### config.mk
export PLATFORM = sky130hd
export DESIGN_NAME = geofence_scheduler
export DESIGN_NICKNAME = d
export VERILOG_FILES = /design/src/rtl/geofence_pkg.sv /design/src/rtl/geofence_qfifo.sv /design/src/rtl/geofence_scheduler.sv
export SDC_FILE = /design/constraint.sdc
export NUM_CORES = 1
export LEC_CHECK = 0
export ABC_AREA = 1
export CAP_MARGIN = 10
export CORE_ASPECT_RATIO = 1.25
export CORE_UTILIZATION = 28
export CTS_CLUSTER_DIAMETER = 60
export DETAILED_ROUTE_END_ITERATION = 8
export GPL_TIMING_DRIVEN = 0
export MAX_ROUTING_LAYER = met4
export PLACE_DENSITY = 0.52
export SETUP_SLACK_MARGIN = 0.15
export SLEW_MARGIN = 10
export SYNTH_ARGS = -nofsm -noshare
export SYNTH_HDL_FRONTEND = slang
export SYNTH_HIERARCHICAL = 1
export SYNTH_SLANG_ARGS = --single-unit
### constraint.sdc
create_clock -name clk -period 1.8 [get_ports clk]
set_input_delay 0.27 -clock clk [delete_from_list [all_inputs] [get_ports clk]]
set_output_delay 0.27 -clock clk [all_outputs]
set_load 0.005 [all_outputs]
### src/rtl/geofence_pkg.sv
// geofence_pkg: shared constants and FSM encoding for the geofence scheduler.
package geofence_pkg;
  localparam int DEF_CW = 10;
  localparam int NUM_VTX = 6;
  localparam int FEED_LEN = 8;
  typedef enum logic [1:0] {ST_IDLE, ST_FEED, ST_WAIT, ST_RESULT} state_e;
endpackage

### src/rtl/geofence_qfifo.sv
// geofence_qfifo: synchronous query FIFO with valid/ready push and a pop strobe.
module geofence_qfifo #(
  parameter int W = 24,
  parameter int D = 4
) (
  input  logic         clk,
  input  logic         rst_n,
  input  logic         push_valid_i,
  output logic         push_ready_o,
  input  logic [W-1:0] push_data_i,
  input  logic         pop_i,
  output logic [W-1:0] pop_data_o,
  output logic         empty_o
);
  localparam int AW = $clog2(D);
  localparam int PW = AW + 1;
  logic [PW-1:0] wr_q, rd_q;
  logic [W-1:0] mem_q [D];
  logic push;
  assign push = push_valid_i && push_ready_o;
  assign empty_o = wr_q == rd_q;
  // extra pointer bit separates full from empty
  assign push_ready_o = (wr_q ^ rd_q) != {1'b1, {AW{1'b0}}};
  assign pop_data_o = mem_q[rd_q[AW-1:0]];
  always_ff @(posedge clk or negedge rst_n) begin
    if (!rst_n) begin
      wr_q <= '0;
      rd_q <= '0;
    end else begin
      wr_q <= wr_q + PW'(push);
      rd_q <= rd_q + PW'(pop_i && !empty_o);
    end
  end
  always_ff @(posedge clk) begin
    if (push) mem_q[wr_q[AW-1:0]] <= push_data_i;
  end
endmodule

### src/rtl/geofence_scheduler.sv
// geofence_scheduler: feeds queued query points and a stored hexagon fence to the
// point-in-hexagon core, then returns tagged results with a hung-core timeout.
module geofence_scheduler
  import geofence_pkg::*;
#(
  parameter int CW = DEF_CW,
  parameter int QD = 4,
  parameter int TW = 4,
  parameter int TIMEOUT = 127
) (
  input  logic          clk,
  input  logic          rst_n,
  input  logic          fence_we_i,
  input  logic [2:0]    fence_idx_i,
  input  logic [CW-1:0] fence_x_i,
  input  logic [CW-1:0] fence_y_i,
  output logic          fence_ok_o,
  output logic          fence_err_o,
  input  logic          q_valid_i,
  output logic          q_ready_o,
  input  logic [CW-1:0] q_x_i,
  input  logic [CW-1:0] q_y_i,
  input  logic [TW-1:0] q_tag_i,
  output logic          core_reset_o,
  output logic [CW-1:0] core_x_o,
  output logic [CW-1:0] core_y_o,
  input  logic          core_valid_i,
  input  logic          core_is_inside_i,
  output logic          r_valid_o,
  input  logic          r_ready_i,
  output logic [TW-1:0] r_tag_o,
  output logic          r_inside_o,
  output logic          r_timeout_o
);
  localparam int WW = $clog2(TIMEOUT + 1);
  state_e state_q, state_d;
  logic [CW-1:0] vx_q [NUM_VTX];
  logic [CW-1:0] vy_q [NUM_VTX];
  logic [NUM_VTX-1:0] mask_q, mask_d;
  logic [2:0] feed_cnt_q, feed_cnt_d, vi;
  logic [WW-1:0] wait_cnt_q, wait_cnt_d;
  logic [TW-1:0] tag_q, tag_d, r_tag_q, r_tag_d, head_tag;
  logic [CW-1:0] core_x_q, core_x_d, core_y_q, core_y_d, head_x, head_y;
  logic [2*CW+TW-1:0] head;
  logic core_reset_q, core_reset_d, r_valid_q, r_valid_d;
  logic r_inside_q, r_inside_d, r_timeout_q, r_timeout_d, fence_err_q, fence_err_d;
  logic empty, start, done, res, fence_acc;
  geofence_qfifo #(.W(2*CW+TW), .D(QD)) u_fifo (
    .clk          (clk),
    .rst_n        (rst_n),
    .push_valid_i (q_valid_i),
    .push_ready_o (q_ready_o),
    .push_data_i  ({q_tag_i, q_x_i, q_y_i}),
    .pop_i        (start),
    .pop_data_o   (head),
    .empty_o      (empty)
  );
  assign {head_tag, head_x, head_y} = head;
  assign fence_ok_o = &mask_q;
  assign start = state_q == ST_IDLE && !empty && fence_ok_o;
  assign done = core_valid_i || wait_cnt_q == WW'(TIMEOUT);
  assign res = state_q == ST_WAIT && done;
  assign fence_acc = fence_we_i && state_q == ST_IDLE && fence_idx_i < 3'(NUM_VTX);
  // bus is one cycle ahead of feed_cnt, so cnt k drives vertex k; the last slot repeats vertex 5
  assign vi = feed_cnt_q < 3'(NUM_VTX) ? feed_cnt_q : 3'(NUM_VTX - 1);
  always_ff @(posedge clk or negedge rst_n) begin
    if (!rst_n) state_q <= ST_IDLE;
    else        state_q <= state_d;
  end
  always_comb begin
    state_d = state_q;
    case (state_q)
      ST_IDLE:   if (start) state_d = ST_FEED;
      ST_FEED:   if (feed_cnt_q == 3'(FEED_LEN - 1)) state_d = ST_WAIT;
      ST_WAIT:   if (done) state_d = ST_RESULT;
      ST_RESULT: if (r_ready_i) state_d = ST_IDLE;
      default:   state_d = ST_IDLE;
    endcase
  end
  always_comb begin
    core_reset_d = state_q == ST_IDLE ? !start : res ? 1'b1 : core_reset_q;
    feed_cnt_d   = state_q == ST_FEED ? feed_cnt_q + 3'd1 : 3'd0;
    wait_cnt_d   = state_q == ST_WAIT ? wait_cnt_q + WW'(1) : '0;
    core_x_d     = start ? head_x : state_q == ST_FEED ? vx_q[vi] : core_x_q;
    core_y_d     = start ? head_y : state_q == ST_FEED ? vy_q[vi] : core_y_q;
    tag_d        = start ? head_tag : tag_q;
    mask_d       = fence_acc ? mask_q | (NUM_VTX'(1) << fence_idx_i) : mask_q;
    fence_err_d  = fence_we_i && !fence_acc;
    r_valid_d    = res || (r_valid_q && !r_ready_i);
    r_tag_d      = res ? tag_q : r_tag_q;
    r_inside_d   = res ? core_valid_i && core_is_inside_i : r_inside_q;
    r_timeout_d  = res ? !core_valid_i : r_timeout_q;
  end
  always_ff @(posedge clk or negedge rst_n) begin
    if (!rst_n) begin
      for (int i = 0; i < NUM_VTX; i++) begin
        vx_q[i] <= '0;
        vy_q[i] <= '0;
      end
      mask_q       <= '0;
      feed_cnt_q   <= '0;
      wait_cnt_q   <= '0;
      tag_q        <= '0;
      core_reset_q <= 1'b1;
      core_x_q     <= '0;
      core_y_q     <= '0;
      fence_err_q  <= 1'b0;
      r_valid_q    <= 1'b0;
      r_tag_q      <= '0;
      r_inside_q   <= 1'b0;
      r_timeout_q  <= 1'b0;
    end else begin
      if (fence_acc) begin
        vx_q[fence_idx_i] <= fence_x_i;
        vy_q[fence_idx_i] <= fence_y_i;
      end
      mask_q       <= mask_d;
      feed_cnt_q   <= feed_cnt_d;
      wait_cnt_q   <= wait_cnt_d;
      tag_q        <= tag_d;
      core_reset_q <= core_reset_d;
      core_x_q     <= core_x_d;
      core_y_q     <= core_y_d;
      fence_err_q  <= fence_err_d;
      r_valid_q    <= r_valid_d;
      r_tag_q      <= r_tag_d;
      r_inside_q   <= r_inside_d;
      r_timeout_q  <= r_timeout_d;
    end
  end
  assign core_reset_o = core_reset_q;
  assign core_x_o     = core_x_q;
  assign core_y_o     = core_y_q;
  assign fence_err_o  = fence_err_q;
  assign r_valid_o    = r_valid_q;
  assign r_tag_o      = r_tag_q;
  assign r_inside_o   = r_inside_q;
  assign r_timeout_o  = r_timeout_q;
endmodule

==> impl_metrics.tcl, run 1 <==
set metrics [dict create \
    outcome "finished with violations" \
    violations "negative setup slack" \
    row_count 86 \
    worstMarginPinSlew_ns 0.701 \
    synth_common_cells "nand2_1, dfrtp_1, o21ai_0" \
    yosys.area.top_type "dfrtp_1" \
    leakage_nw 7.87 \
    worstHoldPathType "in -> reg" \
    synth_fp_nets 1427 \
    syn_area_sq_um 12500 \
    routed_wl_microns 39700 \
    hold_ws_ns 0.291 \
    cts_buffers 28 \
    syn_to_final_growth_pct 41.0 \
    ys_warn_count 6 \
    antenna_cells 0 \
    netlist.area_leader.share_pct 35.3 \
    synth_most_common_cell "nand2_1" \
    fin_crit_ns 1.89 \
    antenna_found_initial 0 \
    grt_usage_pct 17.9 \
    grt_max_degree 92 \
    yosys_most_used_dff "dfrtp_1" \
    cts.root.buffer_cell "clkbuf_16" \
    vias_per_cell 4.66 \
    dp_cells 2018 \
    clock_latency_ns 0.55 \
    synth.avg_cell_area_sq_um 9.17 \
    cp-start-kind "flip-flop" \
    powerDensity_nw_per_um2 1750 \
    fillCellCount 4295 \
    setup_slack_ns -0.0896 \
    grt_setup_unrepaired "yes" \
    htreeDepth 1 \
    die_area_sq_um 45400 \
    ys_types 34 \
    die_width_microns 191 \
    instances_no_fill 2172 \
    grt_pass1_wl_microns 59900 \
    slew_headroom_pct 53.3 \
    place_ws_ns -0.666 \
    finalMaxSlewViolations 0 \
    ant_nets 0 \
    hold_viol 0 \
    cts.sinks 273 \
    grt_pass1_vias 10000 \
    path_class "reg -> reg" \
    clk_pin_slew_ns 0.07 \
    synth_cells 1361 \
    end_kind "flip-flop" \
    cp_max_fo 4 \
    num_vias 10100 \
    drt-pass1-iter-count 5 \
    ys_ff_latch 273 \
    die_h_microns 238 \
    gp_congestion 0.873 \
    nNetsFinal 1644 \
    drt_iter0_markers 651 \
    port_buffers 84 \
    dpl.hpwl_microns 24600 \
    drive_gt1_share_pct 32.9 \
    crit_path_cell_trace "inv_4 > nand2_2 > nand2_2 > nand2_2 > nor2_4 > nor2_4 > nand3_4 > clkinv_8 > buf_12 > o21ai_2 > inv_2 > ha_4 > ha_4 > xor2_1" \
    final.setup_skew_ns 0.0142 \
    initial_core_util_pct 28.4 \
    max-vdd-ir-drop_mv 0.901 \
    setup_viol 61 \
    drv_cap 0 \
    ys_seq_area_share_pct 58.6 \
    crit_top_cell "nand2_2" \
    timing.final.crit_share_pct 105 \
    grt_overflow 0 \
    synth_area_leaders "dfrtp_1, edfxtp_1, nand2_1" \
    arrival_ns 2.33 \
    slowest_delay_ns 0.46 \
    clock_path_buffers 3 \
    crit_slowest_cell "dfrtp_2" \
    async_reset_ff_share_pct 64.8 \
    fmax_mhz 529 \
    cts_tree "built" \
    crit_required_ns 2.24 \
    wl_per_cell_microns 18.3 \
    synth-edff-count 96 \
    drc 0 \
    ios 85 \
    coreArea_sq_um 44000 \
    utilization_pct 40.0 \
]
where the power goes:
part           internal, mW  total (mW)  switching, mW
registers              8.80        10.3           1.51
clock network          3.20        5.62           2.42
logic                  6.67        14.8           8.11
total                  18.7        30.7           12.0
cell usage in the layout (no fill, tap or decap), types with 39 or more instances in the layout:
cell             count
clkdlybuf4s50_1     52
nand3_1             64
clkbuf_16           40
edfxtp_1            96
buf_6               39
o21ai_1             76
nand2_2            123
o21ai_0             48
inv_1              134
nor2_4              41
nand2_1            237
nor2_1              83
dfrtp_1            174
o21ai_2             71
worst max-delay path, delay by kind of cell, from the launching register on:
| family | cells | cell delay [ns] |
|---|---|---|
| AOI/OAI and AO/OA | 1 | 0.05 |
| buffers and inverters | 4 | 0.33 |
| xor gates and xnor gates | 1 | 0.13 |
| and+or+nand+nor | 6 | 0.50 |
| adders and majority gates | 2 | 0.30 |
| DFF | 1 | 0.46 |
final timing paths:
path / startpoint / endpoint / slack (ns) / depth (start not counted)
worst max-delay path: u_fifo/rd_q[1] / u_fifo/rd_q[2] / -0.09 / 14
worst min-delay path: core_is_inside_i / r_inside_o / 0.29 / 3
worst max register to register: u_fifo/rd_q[1] / u_fifo/rd_q[2] / -0.09 / 14
worst min register to register: wait_cnt_q[0] / wait_cnt_q[0] / 0.46 / 1
max in group asynchronous: rst_n / u_fifo/rd_q[0] / 0.44 / 3
min in group asynchronous: rst_n / vx_q[41] / 0.33 / 2
area by class of cell:
| cell class | instances | area, sq um | share of cell area [%] |
|---|---|---|---|
| buffer | 73 | 764 | 4.34 |
| timing repair buffer | 180 | 2000 | 11.4 |
| multi-input combinational | 870 | 5320 | 30.2 |
| tap | 572 | 716 | 4.07 |
| clock inverter | 8 | 47.5 | 0.270 |
| inverter | 152 | 596 | 3.38 |
| clock buffer | 44 | 837 | 4.76 |
| sequential | 273 | 7320 | 41.6 |
cells by family after synthesis:
| logic type | Yosys count | synth area share [%] |
|---|---|---|
| xor+xnor | 2 | 0.140 |
| buf+inv | 225 | 7.69 |
| fa+ha+maj | 12 | 1.20 |
| compound gates | 247 | 11.2 |
| simple gates | 602 | 21.2 |
| flops | 273 | 58.6 |
through the flow:
stage	setup TNS (ns)	total power, mW	instance area [sq um]
floorplan	-0.174	16.7	12500
global placement	-1351.39	20.3	14100
detailed placement	-78.08	20.4	14100
CTS	-0.209	29.7	16900
global route	-8.76	32.7	17600
finish	-1.30	30.7	17600
registers in the layout, indices dropped and copies added, names as in the netlist:
| register | cells |
|---|---|
| vy_q | 60 |
| fence_err_o | 1 |
| feed_cnt_q | 3 |
| wait_cnt_q | 7 |
| tag_q | 4 |
| r_valid_o | 1 |
| mask_q | 6 |
| core_x_o | 10 |
| u_fifo/wr_q | 3 |
| vx_q | 60 |
| u_fifo/mem_q | 96 |
| u_fifo/rd_q | 3 |
| r_timeout_o | 1 |
| core_reset_o | 1 |
| r_tag_o | 4 |
| core_y_o | 10 |
| state_q | 2 |
| r_inside_o | 1 |
routing by layer:
metal	track usage [%]	vias up	share of wire [%]
met5	-	-	0
met4	7.03	0	3.2
met3	1.71	74	3.0
met2	32.2	203	54
met1	20.3	4978	39
li1	-	4862	-
repair_timing:
item / CTS / global route
pin swaps: 74 / 26
gates cloned: 29 / 6
endpoints found under the hold margin: 85 / 0
endpoints found under the setup margin: 292 / 262
resized for setup: 455 / 173
setup buffers: 60 / 6
hold buffers: 1 / 0
Power figures use the tool's default switching activity.
==> inputs of run 2 (changes only) <==
--- a/config.mk
+++ b/config.mk
@@ -11,6 +11,7 @@
 export CORE_UTILIZATION = 28
 export CTS_CLUSTER_DIAMETER = 60
 export DETAILED_ROUTE_END_ITERATION = 8
+export GPL_ROUTABILITY_DRIVEN = 0
 export GPL_TIMING_DRIVEN = 0
 export MAX_ROUTING_LAYER = met4
 export PLACE_DENSITY = 0.52
==> results of run 2 <==
Final layout, timing and power as in run 1 (identical DEF).
==> inputs of run 3 (changes only) <==
--- a/config.mk
+++ b/config.mk
@@ -6,15 +6,14 @@
 export NUM_CORES = 1
 export LEC_CHECK = 0
 export ABC_AREA = 1
-export CAP_MARGIN = 10
 export CORE_ASPECT_RATIO = 1.25
-export CORE_UTILIZATION = 28
+export CORE_UTILIZATION = 53
 export CTS_CLUSTER_DIAMETER = 60
 export DETAILED_ROUTE_END_ITERATION = 8
 export GPL_ROUTABILITY_DRIVEN = 0
 export GPL_TIMING_DRIVEN = 0
 export MAX_ROUTING_LAYER = met4
-export PLACE_DENSITY = 0.52
+export PLACE_DENSITY = 0.83
 export SETUP_SLACK_MARGIN = 0.15
 export SLEW_MARGIN = 10
 export SYNTH_ARGS = -nofsm -noshare
==> run 3 against run 2 <==
  * The flow still finishes with violations (negative setup slack)
  * First-iteration DRC count is 110% higher
  * Die area is 47% lower
  * Non-clock buffer count is 25 lower
  * Utilization is 33 points higher
  * Critical path type unchanged
  * Critical endpoint is now core_x_o[8]
==> impl_metrics.tcl, run 3 (same netlist as run 1, synthesis figures left out) <==
set metrics [dict create \
    fmax_mhz 496 \
    path_delay_family "simple AND/OR/NAND/NOR gates" \
    drc 0 \
    cts.sinks 273 \
    hold_viol 0 \
    worstHoldPathType "in -> async" \
    ios 85 \
    worstMarginPinSlew_ns 0.611 \
    die_width_microns 139 \
    arrival_ns 2.45 \
    powerDensity_nw_per_um2 1860 \
    nNetsFinal 1616 \
    met1Wirelength_microns 13900 \
    final_common_cell "nand2_1" \
    cts_tree "built" \
    clk_pin_slew_ns 0.07 \
    drv_cap 0 \
    clock_path_buffers 3 \
    crit_required_ns 2.23 \
    grt_setup_unrepaired "yes" \
    crit_top_cell "nand2_2" \
    finalPower_mw 31.4 \
    outcome "finished with violations" \
    row_count 62 \
    initial_core_util_pct 54.2 \
    hold_ws_ns 0.290 \
    vias_per_cell 6.18 \
    final_cell_mix "nand2_1, dfrtp_1, inv_1" \
    num_vias 11500 \
    wl_per_cell_microns 23.1 \
    cts_buffers 27 \
    grt_pass1_vias 10500 \
    setup_viol 142 \
    htreeDepth 1 \
    crit_path_cell_trace "inv_4 > nand2_2 > nand2_2 > nand2_2 > nor2_4 > nor2_4 > nand3_4 > buf_8 > nand2_8 > buf_8 > o21ai_0 > inv_1 > nand2_1 > nand2_1" \
    largest_register_ffs 96 \
    cts.root.buffer_cell "clkbuf_16" \
    antenna_cells 0 \
    crit_slowest_cell "dfrtp_2" \
    grt_overflow 0 \
    dpl.hpwl_microns 21700 \
    grt_pass1_wl_microns 54800 \
    cp_max_fo 8 \
    final.setup_skew_ns 0.0216 \
    drt-pass1-iter-count 6 \
    crit_buf_inv 4 \
    slowest_delay_ns 0.49 \
    coreArea_sq_um 23000 \
    routed_wl_microns 42900 \
    die_area_sq_um 24200 \
    dr_wl_met2_microns 21200 \
    syn_to_final_growth_pct 35.2 \
    antenna_found_initial 0 \
    end_kind "flip-flop" \
    utilization_pct 73.2 \
    die_h_microns 174 \
    path_class "reg -> reg" \
    clock_latency_ns 0.55 \
    slew_headroom_pct 59.3 \
    grt_max_degree 113 \
    drt_iter0_markers 1381 \
    drive_gt1_share_pct 28.0 \
    grt_usage_pct 30.2 \
    timing.final.crit_share_pct 112 \
    wl_met3_microns 3940 \
    violations "negative setup slack" \
    ant_nets 0 \
    dr.max_layer_used "met4" \
    setup_slack_ns -0.218 \
    cp-start-kind "flip-flop" \
    max-vdd-ir-drop_mv 1.13 \
    finalMaxSlewViolations 0 \
    port_buffers 84 \
    leakage_nw 7.72 \
    fin_crit_ns 2.02 \
]
## run 3: power breakdown
| part | switching (mW) | leakage [nW] | internal, mW |
|---|---|---|---|
| registers | 1.67 | 3.11 | 8.81 |
| logic | 8.96 | 4.17 | 6.15 |
| clock network | 2.45 | 0.441 | 3.40 |
| total | 13.1 | 7.72 | 18.4 |
## run 3: area by class of cell
cell class	count	area, sq um
sequential	273	7320
fill	1308	6160
multi-input combinational	868	5220
timing repair buffer	155	1810
clock buffer	34	722
buffer	73	684
inverter	152	588
tap	288	360
clock inverter	15	170
## run 3: final timing paths
check	startpoint	endpoint	slack, ns	depth (start not counted)
worst max-delay path	u_fifo/rd_q[1]	core_x_o[8]	-0.22	14
worst min-delay path	rst_n	vx_q[22]	0.29	2
worst max register to register	u_fifo/rd_q[1]	core_x_o[8]	-0.22	14
worst min register to register	tag_q[3]	tag_q[3]	0.48	2
max in group asynchronous	rst_n	u_fifo/rd_q[1]	0.52	3
min in group clk	fence_we_i	fence_err_o	0.34	3
## run 3: layer usage
layer,up-vias,global-route usage [%]
met4,0,18.0
met2,920,53.4
met1,5436,32.2
li1,4795,-
met5,-,-
met3,329,3.92
## run 3: per-stage QoR
step | worst slack, ns | std cells | area [sq um] | setup TNS (ns)
3_3_place_gp | -6.61 | 1733 | 13700 | -1205.98
5_1_grt | -0.274 | 1858 | 16900 | -18.45
4_1_cts | -0.105 | 1832 | 15500 | -0.145
2_1_floorplan | -0.113 | 1361 | 12500 | -0.174
6_report | -0.218 | 1858 | 16900 | -12.15
3_5_place_dp | -0.542 | 1734 | 13800 | -52.77
## run 3: worst register-to-register path: stages (launching register included)
cell and delay (ns):
dfrtp_2 0.49, inv_4 0.10, nand2_2 0.05, nand2_2 0.07, nand2_2 0.08, nor2_4 0.11
nor2_4 0.06, nand3_4 0.09, buf_8 0.17, nand2_8 0.10, buf_8 0.14, o21ai_0 0.14
inv_1 0.12, nand2_1 0.11, nand2_1 0.06
## run 3: repair_timing
| action | 4_1_cts | 5_1_grt |
|---|---|---|
| endpoints found under the hold margin | 64 | 0 |
| gates resized for setup | 172 | 406 |
| gates cloned | 11 | 14 |
| endpoints found under the setup margin | 286 | 263 |
| setup buffers | 37 | 12 |
| hold buffers | 1 | 0 |
| pin swaps | 35 | 32 |
